[config.mk]
export PLATFORM = sky130hd
export DESIGN_NAME = lane_serializer_flat
export DESIGN_NICKNAME = d
export VERILOG_FILES = /design/src/rtl/lane_pkg.sv /design/src/rtl/lane_serializer_if.sv /design/src/rtl/mod_counter.sv /design/src/rtl/lane_serializer.sv /design/src/flat_wrapper.sv
export SDC_FILE = /design/constraint.sdc
export NUM_CORES = 1
export LEC_CHECK = 0
export CAP_MARGIN = 20
export CORE_MARGIN = 3
export CORE_UTILIZATION = 50
export DETAILED_ROUTE_END_ITERATION = 6
export PLACE_DENSITY = 0.79
export SETUP_SLACK_MARGIN = 0.05
export SYNTH_ARGS = -nofsm -noshare
export SYNTH_HDL_FRONTEND = slang
export SYNTH_HIERARCHICAL = 1
export SYNTH_SLANG_ARGS = --single-unit
[constraint.sdc]
create_clock -name clk -period 5.6 [get_ports clk]
set_input_delay 1.4 -clock clk [delete_from_list [all_inputs] [get_ports clk]]
set_output_delay 1.4 -clock clk [all_outputs]
set_load 0.005 [all_outputs]
[src/rtl/lane_pkg.sv]
// Shared lane types for the byte mux stage and its downstream serializer.
package lane_pkg;

  localparam int LANE_W    = 8;
  localparam int NUM_LANES = 4;

  typedef logic [LANE_W-1:0] byte_t;
  typedef byte_t lanes_t [NUM_LANES-1:0];

  typedef enum logic {
    IDLE,
    SHIFT
  } state_t;

endpackage

[src/rtl/lane_serializer_if.sv]
// Parallel-frame input and serial-byte output handshakes of the lane serializer.
interface lane_serializer_if #(
  parameter int W     = lane_pkg::LANE_W,
  parameter int LANES = lane_pkg::NUM_LANES,
  parameter int CW    = 8
);

  logic [W-1:0]  in_lanes [LANES-1:0];
  logic          in_valid;
  logic          in_ready;
  logic [W-1:0]  out_data;
  logic          out_valid;
  logic          out_ready;
  logic          out_last;
  logic [CW-1:0] frame_cnt;

  modport slave (
    input  in_lanes, in_valid, out_ready,
    output in_ready, out_data, out_valid, out_last, frame_cnt
  );

  modport master (
    output in_lanes, in_valid, out_ready,
    input  in_ready, out_data, out_valid, out_last, frame_cnt
  );

endinterface

[src/rtl/mod_counter.sv]
// Free-running wrap counter, advances by one on each cycle inc is high.
// Registered output, wraps 2^CW-1 -> 0; no backpressure.
module mod_counter #(
  parameter int CW = 8
) (
  input  logic          clk,
  input  logic          rst_n,
  input  logic          inc,
  output logic [CW-1:0] cnt
);

  logic [CW-1:0] cnt_q, cnt_d;

  always_comb begin
    cnt_d = cnt_q;
    if (inc) cnt_d = cnt_q + CW'(1);
  end

  always_ff @(posedge clk) begin
    if (!rst_n) cnt_q <= '0;
    else        cnt_q <= cnt_d;
  end

  assign cnt = cnt_q;

endmodule

[src/rtl/lane_serializer.sv]
// Serializes a LANES-byte frame lane 0 first; 1-cycle in-to-out latency, back-to-back frames without bubbles.
// out_ready low holds the current byte and drops in_ready; in_ready is combinational from out_ready on the last byte.
module lane_serializer
  import lane_pkg::*;
#(
  parameter int W     = LANE_W,
  parameter int LANES = NUM_LANES,
  parameter int CW    = 8
) (
  input  logic clk,
  input  logic rst_n,
  lane_serializer_if.slave bus
);

  localparam int             IW       = $clog2(LANES);
  localparam logic [IW-1:0]  LAST_IDX = IW'(LANES - 1);

  state_t         state_q, state_d;
  logic [IW-1:0]  idx_q, idx_d, idx_nxt;
  logic [W-1:0]   buf_q [LANES-1:0];
  logic [W-1:0]   buf_d [LANES-1:0];
  logic [W-1:0]   data_q, data_d;
  logic           last_q, last_d;
  logic           in_ready_c;
  logic           frame_done;
  logic [CW-1:0]  cnt;

  assign idx_nxt = idx_q + IW'(1);

  always_comb begin
    state_d    = state_q;
    idx_d      = idx_q;
    buf_d      = buf_q;
    data_d     = data_q;
    last_d     = last_q;
    in_ready_c = 1'b0;
    frame_done = 1'b0;

    case (state_q)
      IDLE: in_ready_c = 1'b1;
      SHIFT: begin
        if (bus.out_ready) begin
          if (idx_q == LAST_IDX) begin
            frame_done = 1'b1;
            in_ready_c = 1'b1;
            state_d    = IDLE;
            idx_d      = '0;
            data_d     = '0;
            last_d     = 1'b0;
          end else begin
            idx_d  = idx_nxt;
            data_d = buf_q[idx_nxt];
            last_d = (idx_nxt == LAST_IDX);
          end
        end
      end
      default: state_d = IDLE;
    endcase

    // A new frame overrides the return to IDLE, giving the no-bubble handover.
    if (in_ready_c && bus.in_valid) begin
      state_d = SHIFT;
      idx_d   = '0;
      buf_d   = bus.in_lanes;
      data_d  = bus.in_lanes[0];
      last_d  = 1'b0;
    end
  end

  always_ff @(posedge clk) begin
    if (!rst_n) begin
      state_q <= IDLE;
      idx_q   <= '0;
      data_q  <= '0;
      last_q  <= 1'b0;
      for (int i = 0; i < LANES; i++) buf_q[i] <= '0;
    end else begin
      state_q <= state_d;
      idx_q   <= idx_d;
      data_q  <= data_d;
      last_q  <= last_d;
      buf_q   <= buf_d;
    end
  end

  mod_counter #(.CW(CW)) u_frame_cnt (
    .clk   (clk),
    .rst_n (rst_n),
    .inc   (frame_done),
    .cnt   (cnt)
  );

  assign bus.in_ready  = in_ready_c;
  assign bus.out_valid = (state_q == SHIFT);
  assign bus.out_data  = data_q;
  assign bus.out_last  = last_q;
  assign bus.frame_cnt = cnt;

endmodule

[src/flat_wrapper.sv]
// flat-port wrapper written by rule: the top's interface ports become plain ports
module lane_serializer_flat import lane_pkg::*;
#(
  parameter int W     = LANE_W,
  parameter int LANES = NUM_LANES,
  parameter int CW    = 8
)
  (clk, rst_n, bus_in_lanes, bus_in_valid, bus_out_ready, bus_in_ready, bus_out_data, bus_out_valid, bus_out_last, bus_frame_cnt);
  lane_serializer_if #(.W(W), .LANES(LANES), .CW(CW)) bus_i ();
  input  logic clk;
  input  logic rst_n;
  input wire logic [$bits(bus_i.in_lanes)-1:0] bus_in_lanes;
  input wire logic [$bits(bus_i.in_valid)-1:0] bus_in_valid;
  input wire logic [$bits(bus_i.out_ready)-1:0] bus_out_ready;
  output wire logic [$bits(bus_i.in_ready)-1:0] bus_in_ready;
  output wire logic [$bits(bus_i.out_data)-1:0] bus_out_data;
  output wire logic [$bits(bus_i.out_valid)-1:0] bus_out_valid;
  output wire logic [$bits(bus_i.out_last)-1:0] bus_out_last;
  output wire logic [$bits(bus_i.frame_cnt)-1:0] bus_frame_cnt;
  assign bus_i.in_lanes = {>>{bus_in_lanes}};
  assign bus_i.in_valid = bus_in_valid;
  assign bus_i.out_ready = bus_out_ready;
  assign bus_in_ready = bus_i.in_ready;
  assign bus_out_data = bus_i.out_data;
  assign bus_out_valid = bus_i.out_valid;
  assign bus_out_last = bus_i.out_last;
  assign bus_frame_cnt = bus_i.frame_cnt;
  lane_serializer #(.W(W), .LANES(LANES), .CW(CW)) u_core (.clk(clk), .rst_n(rst_n), .bus(bus_i));
endmodule
==> summary.txt <==
Power and ir drop
  – Power Density: 240.7 nW/um2
  – Leakage power: around 1.1 nW
  – Worst vdd ir: 0.0002030 V
  – Power Total: 0.7476 mW

Finish
  – Filler cells: 429
  – Post-layout nets: 351
  – FF/Latch Area: 1041 um2
  – Final Cell Area: between 3000 and 4000 um2
  – Area Overhead vs Synth: 24.04%
  – Multi-input combinational cell area: 1271 um2
  – Number of diodes: 0
  – Layout cell share with drive strength beyond 1: 7.987%
  – Post-layout util: 64.89%

Place
  – Dpl cell area: 3015 um2
  – Placer Congestion: roughly 0.74
  – Final HPWL DP: 3898 um
  – Port Buf Inserts: 54

Timing
  – Setup-failing EPs final: 0
  – Worst-margin pin slew: 0.8198 ns
  – TNS Setup: 0 ns
  – Final Max Slew Viols: 0
  – Final period util: 78.44%
  – Hold slack: 0.4742 ns
  – Min Tclk post-route: 4.392 ns
  – Achievable clock frequency: 0.2277 GHz
  – RSZ-0062 raised after global routing: no
  – Endpoints failing hold: 0
  – Clk_skew: 0.006364 ns
  – Worst slew margin: 45.29%

Yosys
  – Synth warnings: 6
  – #FFs+latches synth: 52
  – Avg Cell Area, Syn: about 9 um2
  – Netlist Area Pre-Place: 2504 um2
  – Post-synth cell types: 39
  – Cells after Synth: 270
  – Syn Nets: 309
  – Post-synthesis sequential area ratio: 41.58%

Setup path
  – Worst path most repeated cell: clkdlybuf4s50_1
  – CP delay by family, top: buffers and inverters
  – WP data required: about 4.2 ns
  – Critical path type: input port to primary output
  – Crit-path cells: clkdlybuf4s50_1 > a21boi_4 > buf_4 > inv_2 > clkdlybuf4s50_1
  – Launching point of the worst reg2reg path: u_core/idx_q[0]
  – Startpoint Class: input port
  – R2r worst-path depth: 6
  – CP max FO: 33
  – Worst EP arrival: 2.99 ns
  – Crit. Startpoint: bus_out_ready
  – Reg2Reg Setup Slack: between 3 and 4 ns
  – CP Depth: 5
  – Reg2reg end: u_core/u_frame_cnt/cnt[5]
  – Worst setup path endpoint: bus_in_ready
  – Crit path max-delay cell type: clkdlybuf4s50_1
  – Slowest stage delay, CP: 0.57 ns
  – WP buf/inv: 4
  – Critical Path Sink Type: primary output

Floorplan
  – Core area: 4786 um2
  – Die X: 76.76 um
  – Row count: 25
  – # IOs: 55
  – Die Area: 5892 um2
  – Initial Utilization: 52.31%
  – Die height: between 70 and 80 um

Clock tree
  – Worst skew pair latency: 0.30 ns
  – Buffer count from post-CTS setup fixing: 0
  – Root buffer cell: clkbuf_8
  – Clock sinks: 52
  – # H-tree levels: 2
  – Clock-pin slew on the worst setup and hold paths: 0.09 ns
  – Hold_buf cts: 0
  – Clk buf depth: 2
  – CTS Buf Count: 5
  – Post-cts resize count: 0
  – TritonCTS clock tree: built

Routing
  – Detailed Route WL: 5765 um
  – Vias: 2,145
  – DR iter-0 viols: 157
  – # DRC: 0
  – Vias per Instance: 5.645
  – DRT Pass-1 Iters: 4
  – Drt wl/cell: 15.17 um
  – Post-route ant nets: 0

Outcome
  – Status: finished, final reports clean

Global routing
  – GRT Total Usage: 20.19%
  – Total congestion overflow: 0
  – Initial antenna violation count: 0
  – Global-route wire length before repair: 9680 um
  – Number of global-route vias before repair: 2,087
  – Largest net degree at the start of global routing: 55

Job
  – Max cap viols: 0

Hold path
  – Worst min path class: flip-flop to flip-flop
where the power goes:
| group | total [mW] | switching, mW | internal, mW | leakage (nW) |
|---|---|---|---|---|
| registers | 0.405 | 0.0144 | 0.390 | 0.426 |
| logic | 0.127 | 0.0584 | 0.0687 | 0.622 |
| clock network | 0.216 | 0.115 | 0.101 | 0.0455 |
| total | 0.748 | 0.188 | 0.560 | 1.09 |
worst reg2reg max path, delay by kind of cell (launching register included):
family / cells / cell delay (ns)
DFF: 1 / 0.76
buffers and inverters: 1 / 0.09
adders and majority gates: 1 / 0.39
AOI/OAI and AO/OA: 1 / 0.14
and+or+nand+nor: 3 / 0.95
layout by cell type, fill, tap and decap left out, types with 2 or more instances in the layout:
master and count:
nand2_1 5, clkbuf_8 6, buf_4 4, nor2_1 10, a21boi_1 12, xnor2_1 3, a21oi_1 9, or3_1 2
clkdlybuf4s50_1 54, dfxtp_1 52, mux2i_1 2, a21boi_0 23, and2_1 4, nor2b_1 2, ha_1 3, nand3_1 34
o32ai_1 8, inv_1 12, and3_1 2, o21ai_0 42, clkbuf_1 2, mux4_2 8
how the worst min path moves through the flow:
stage	start	endpoint	slack [ns]	cells past startpoint
global route	u_core/buf_q[24]	u_core/buf_q[24]	0.51	2
global placement	u_core/u_frame_cnt/cnt[7]	u_core/u_frame_cnt/cnt[7]	0.45	2
floorplan	u_core/buf_q[13]	u_core/buf_q[13]	0.45	2
finish	u_core/u_frame_cnt/cnt[7]	u_core/u_frame_cnt/cnt[7]	0.47	2
CTS	u_core/u_frame_cnt/cnt[7]	u_core/u_frame_cnt/cnt[7]	0.48	2
detailed placement	u_core/u_frame_cnt/cnt[7]	u_core/u_frame_cnt/cnt[7]	0.47	2
cells in the mapped netlist:
| library cell | number | share of area [%] |
|---|---|---|
| a21bo_2 | 1 | 0.40 |
| a21boi_0 | 23 | 6.9 |
| a21boi_1 | 12 | 3.6 |
| a21boi_4 | 1 | 0.75 |
| a21oi_1 | 9 | 1.8 |
| a31oi_1 | 1 | 0.25 |
| a32oi_1 | 1 | 0.35 |
| and2_1 | 4 | 1.0 |
| and3_1 | 2 | 0.50 |
| buf_1 | 4 | 0.60 |
| buf_2 | 4 | 0.80 |
| buf_4 | 4 | 1.2 |
| buf_6 | 2 | 0.90 |
| buf_8 | 1 | 0.60 |
| clkbuf_1 | 7 | 1.0 |
| clkbuf_8 | 1 | 0.55 |
| dfxtp_1 | 52 | 42 |
| ha_1 | 3 | 1.5 |
| inv_1 | 12 | 1.8 |
| inv_2 | 1 | 0.15 |
| mux2_2 | 1 | 0.45 |
| mux2_4 | 1 | 0.60 |
| mux2i_1 | 2 | 0.80 |
| mux2i_2 | 1 | 0.55 |
| mux4_2 | 8 | 7.2 |
| nand2_1 | 5 | 0.75 |
| nand2b_1 | 1 | 0.25 |
| nand3_1 | 34 | 6.8 |
| nand4_1 | 1 | 0.25 |
| nand4_2 | 1 | 0.50 |
| nor2_1 | 10 | 1.5 |
| nor2b_1 | 2 | 0.50 |
| nor3_1 | 1 | 0.20 |
| o211ai_1 | 1 | 0.30 |
| o21ai_0 | 42 | 8.4 |
| o32ai_1 | 8 | 2.8 |
| or3_1 | 2 | 0.50 |
| xnor2_1 | 3 | 1.0 |
| xor2_1 | 1 | 0.35 |
flip-flops by register name (all words and copies together), names as in the netlist:
name                    cells
u_core/bus.out_last         1
u_core/bus.out_valid        1
u_core/idx_q                2
u_core/u_frame_cnt/cnt      8
u_core/bus.out_data         8
u_core/buf_q               32
metal layers:
layer / routed length [um] / track usage [%]
met5: 0 / 0
met4: 104 / 7.428
met1: 2398 / 24.82
met3: 352 / 4.460
met2: 2909 / 34.49
area by class of cell:
cell class | count | area share, %
inverters | 13 | 1.571
clock buffers | 8 | 2.901
multi-input cells | 182 | 40.93
well taps | 67 | 2.699
flip-flops and latches | 52 | 33.52
repair buffers | 58 | 18.37
metrics by stage:
step	setup slack, ns	cells
final	1.208	380
after global routing	1.127	380
after CTS	1.215	380
after detailed placement	1.228	372
after global placement	1.248	372
after floorplan	2.385	270
logic make-up (layout without fill, tap and decap cells):
group                      count (synthesis)  after routing  share of synthesized area [%]
AOI/OAI and AO/OA                         99             99                          25.54
xor gates and xnor gates                   4              4                          1.400
adders and majority gates                  3              3                          1.499
buffers and inverters                     36             79                          7.646
DFF                                       52             52                          41.58
muxes                                     13             13                          9.595
and+or+nand+nor                           63             63                          12.74
Power figures use the tool's default switching activity.
==> variant 1: new RTL, same settings <==
Change the package constant `NUM_LANES` from 4 to 8.
--- a/src/rtl/lane_pkg.sv
+++ b/src/rtl/lane_pkg.sv
@@ -4,3 +4,3 @@
   localparam int LANE_W    = 8;
-  localparam int NUM_LANES = 4;
+  localparam int NUM_LANES = 8;
 
Ports: changed (resized bus_in_lanes); port bits go from 55 to 87. The function was not compared with the original's and may differ.
==> variant 1 against the original RTL <==
Wire length increased by 78%. Sequential cell count is 33 higher. Clock skew rose by 0.0018 ns. Worst setup slack improved by 0.29 ns. Largest cell class unchanged. Cell area grew 58%. Power up 62%. Sequential share of layout area grew 1.2 points. Critical endpoint unchanged. Area after synthesis up 59%. Largest power group unchanged.
==> variant 1: results (changes against the original RTL) <==
* Sequential area share after synthesis at 42.7% (+1.1 points)
* WL met2 at 4.56 mm (+57%)
* Internal Pwr Total at 0.899 mW (+61%)
* Maximum number of pins on one net before global-route repair at 74 (+35%)
* CTS HTree Levels at 3 (+1)
* Final Instance Count excl. Fillers at 615 (+62%)
* Placed cell area at 0.00471 mm^2 (+56%)
* Status: finished clean
* Post-synthesis adder-cell area fraction at 1.26% (-0.24 points)
* GRT met3 Usage at 5.68% (+1.2 points)
* Hold path start: u_core/bus.out_last
* Drt first pass iters at 5 (+1)
* Worst Clk Skew at 0.00820 ns (+0.00184 ns)
* Post-route cell area at 0.00489 mm^2 (+58%)
* NetSw at 0.309 mW (+65%)
* Net Count, Synth at 528 (+71%)
* Synth top area cells: dfxtp_1 (43%), nand3_1 (9.4%), mux2_2 (9.0%)
* WHS Endpoint: u_core/bus.out_last
* Synth Area in Compound Gates at 22.2% (-3.3 points)
* Reg clk slew, reported paths at 0.07 ns (-0.02 ns)
* CTS Buf Count at 9 (+4)
* XOR/XNOR Fraction of Synth Area at 0.879% (-0.52 points)
* Worst slack, placed at 1.51 ns (+0.287 ns)
* First-pass GRT wire length at 16.6 mm (+71%)
* GR met2 Demand/Resource at 34.2% (-0.27 points)
* Leakage Power at 1.72 nW (+57%)
* Final Wtd Congestion at 0.829 (+11%)
* Multiplexer share of the synthesized area at 9.79% (+0.19 points)
* Metal1 wirelength at 4.80 mm (+100%)
* Distinct cells, synth at 34 (-13%)
## variant 1: cell types whose count changed after synthesis, moves of 9 or more
cell	change
o21ai_0	+15
a21boi_0	-23
nor2_1	-10
nand4_1	+9
dfxtp_1	+33
a21oi_1	+60
a21boi_1	-10
o21ai_1	+10
buf_6	+13
mux2_2	+31
nand3_1	+41
## variant 1: worst max path at each step
stage | endpoint | slack (ns) | cells after the start
after detailed placement | bus_in_ready | 1.51 | 4
after floorplan | bus_in_ready | 2.30 | 4
final | bus_in_ready | 1.50 | 4
after global routing | bus_in_ready | 1.46 | 4
after CTS | bus_in_ready | 1.51 | 4
after global placement | bus_in_ready | 1.54 | 4
## variant 1: final cells by class
cell class | instances | share of cell area [%]
Sequential cell | 85 | 34.8
Multi-Input combinational cell | 318 | 40.1
Tap cell | 99 | 2.53
Clock inverter | 2 | 0.204
Timing Repair Buffer | 93 | 19.0
Clock buffer | 13 | 3.04
Inverter | 5 | 0.383
==> variant 2: new RTL, same flow settings <==
Without the edit above. `data_q` no longer has a reset.
--- a/src/rtl/lane_serializer.sv
+++ b/src/rtl/lane_serializer.sv
@@ -73,3 +73,2 @@
       idx_q   <= '0;
-      data_q  <= '0;
       last_q  <= 1'b0;
@@ -79,3 +78,2 @@
       idx_q   <= idx_d;
-      data_q  <= data_d;
       last_q  <= last_d;
@@ -83,2 +81,6 @@
     end
+  end
+
+  always_ff @(posedge clk) begin
+    data_q <= data_d;
   end
Formal check against the unedited RTL: not equivalent (Yosys sat finds a counterexample within 4 cycles, from zero or initial values and one cycle with rst_n low).
==> variant 2 against the original RTL <==
Combinational power decreased by 10%. Wire length decreased by 15%. Global-route usage shrank 3.1 points. Sequential share of layout area up 2.7 points. Worst setup slack better by 0.23 ns. Power up 7.2%. Sequential cell count did not move. Synthesized cell count decreased by 5.9%. Die area is 0.73% lower. Critical path type unchanged. Critical endpoint unchanged. Sequential power increased by 2%. Clock skew increased by 0.00079 ns. Cell area is 0.24% lower. Area after synthesis shrank 0.80%.
==> variant 2: results (changes against the original RTL) <==
* Leakage Power at 1.28 nW (+17%)
* Multiplexer share of the synthesized area at 21.0% (+11 points)
* Fillers at 422 (-1.6%)
* Internal Pwr Total at 0.623 mW (+11%)
* Worst slack, placed at 1.46 ns (+0.232 ns)
* DP HPWL at 3.41 mm (-13%)
* Clock Power at 0.272 mW (+26%)
* Worst-path fanout max at 11 (-67%)
* Distinct cells, synth at 33 (-15%)
* Post-Synthesis Cells at 254 (-5.9%)
* Initial antenna violation count at 0 (unchanged)
* Maximum number of pins on one net before global-route repair at 78 (+42%)
* Max-cap violations at 0 (unchanged)
* Vias in the first global route at 1,706 (-18%)
* Status: finished clean
* Synth top area cells: dfxtp_1 (35%), mux2i_1 (17%), nand2_1 (10%)
* Hold path start: u_core/buf_q[30]
* Reg-to-reg setup timing slack at 3.24 ns (+0.03 ns)
* Top cells by count, synth: nand2_1 (69), dfxtp_1 (44), mux2i_1 (42)
* Hold slack at 0.460 ns (-0.0142 ns)
* Slew HR at 35.9% (-9.4 points)
* Worst Clk Skew at 0.00716 ns (+0.000793 ns)
* Nets at 338 (-3.7%)
* Setup slack after layout at 1.44 ns (+0.235 ns)
* Final Wtd Congestion at 0.887 (+19%)
* Wire per inst at 13.4 um (-12%)
* Power Combinational at 0.114 mW (-10%)
* Setup tns final at 0 ns (unchanged)
* XOR/XNOR Fraction of Synth Area at 1.41% (+0.011 points)
* Clock Tree Buf Depth at 2 (unchanged)
* Inst Count DP at 359 (-3.5%)
* Ys Warns at 6 (unchanged)
* Total Power at 0.801 mW (+7.2%)
* CTS HTree Levels at 2 (unchanged)
* Number of enable flip-flop cells after synthesis at 8 (+8)
* Worst-skew pair later-pin latency at 0.30 ns (about the same)
* Sequential area share after synthesis at 45.1% (+3.6 points)
* Overall Global Routing Usage at 17.1% (-3.1 points)
* Worst reg2reg path depth at 5 (-1)
* WHS Endpoint: u_core/buf_q[30]
* WP data arrival at 2.76 ns (-0.23 ns)
* Layout cells sized above 1 at 7.33% (-0.65 points)
* Post-synthesis adder-cell area fraction at 1.51% (+0.012 points)
* CP startpoint: bus_out_ready
* VDD IR-drop max at 0.000153 V (-25%)
* Net Count, Synth at 293 (-5.2%)
* Synth Area in Compound Gates at 5.14% (-20 points)
* Endpoint of the worst setup timing path: bus_in_ready
* Worst min-delay path category: reg -> reg
* Drc violations at 0 (unchanged)
* Placed cell area at 0.00297 mm^2 (-1.5%)
* Detailed Route WL at 4.90 mm (-15%)
* First-pass GRT wire length at 7.99 mm (-17%)
* Initial detailed-routing violation count at 112 (-29%)
* Routed via count at 1,866 (-13%)
## variant 2: cell count changes after synthesis, sizes merged, moves of 9 or more
cell | unedited run | this run
nand2 | 5 | 70
nor2 | 10 | 1
o21ai | 42 | 2
a21boi | 36 | 4
mux2i | 3 | 42
nand3 | 34 | 19
inv | 13 | 3
## variant 2: cell type report
class / count / area [um^2] / area share [%]
Tap cell: 67 / 83.8 / 2.71
Inverter: 3 / 11.3 / 0.363
Clock buffer: 7 / 96.3 / 3.11
Timing Repair Buffer: 55 / 543 / 17.5
Multi-Input combinational cell: 182 / 1210 / 39.1
Clock inverter: 1 / 30.0 / 0.969
Sequential cell: 52 / 1120 / 36.2
## variant 2: layer usage
layer  global-route usage [%]  share of wire [%]
met5                        0                  0
met4                     9.06                2.6
met3                     3.55                4.3
met2                     26.4                 47
met1                     22.4                 47
## variant 2: critical path, stage by stage
cell             delay (ns)
clkdlybuf4s50_1        0.55
a21bo_4                0.27
clkdlybuf4s50_1        0.54
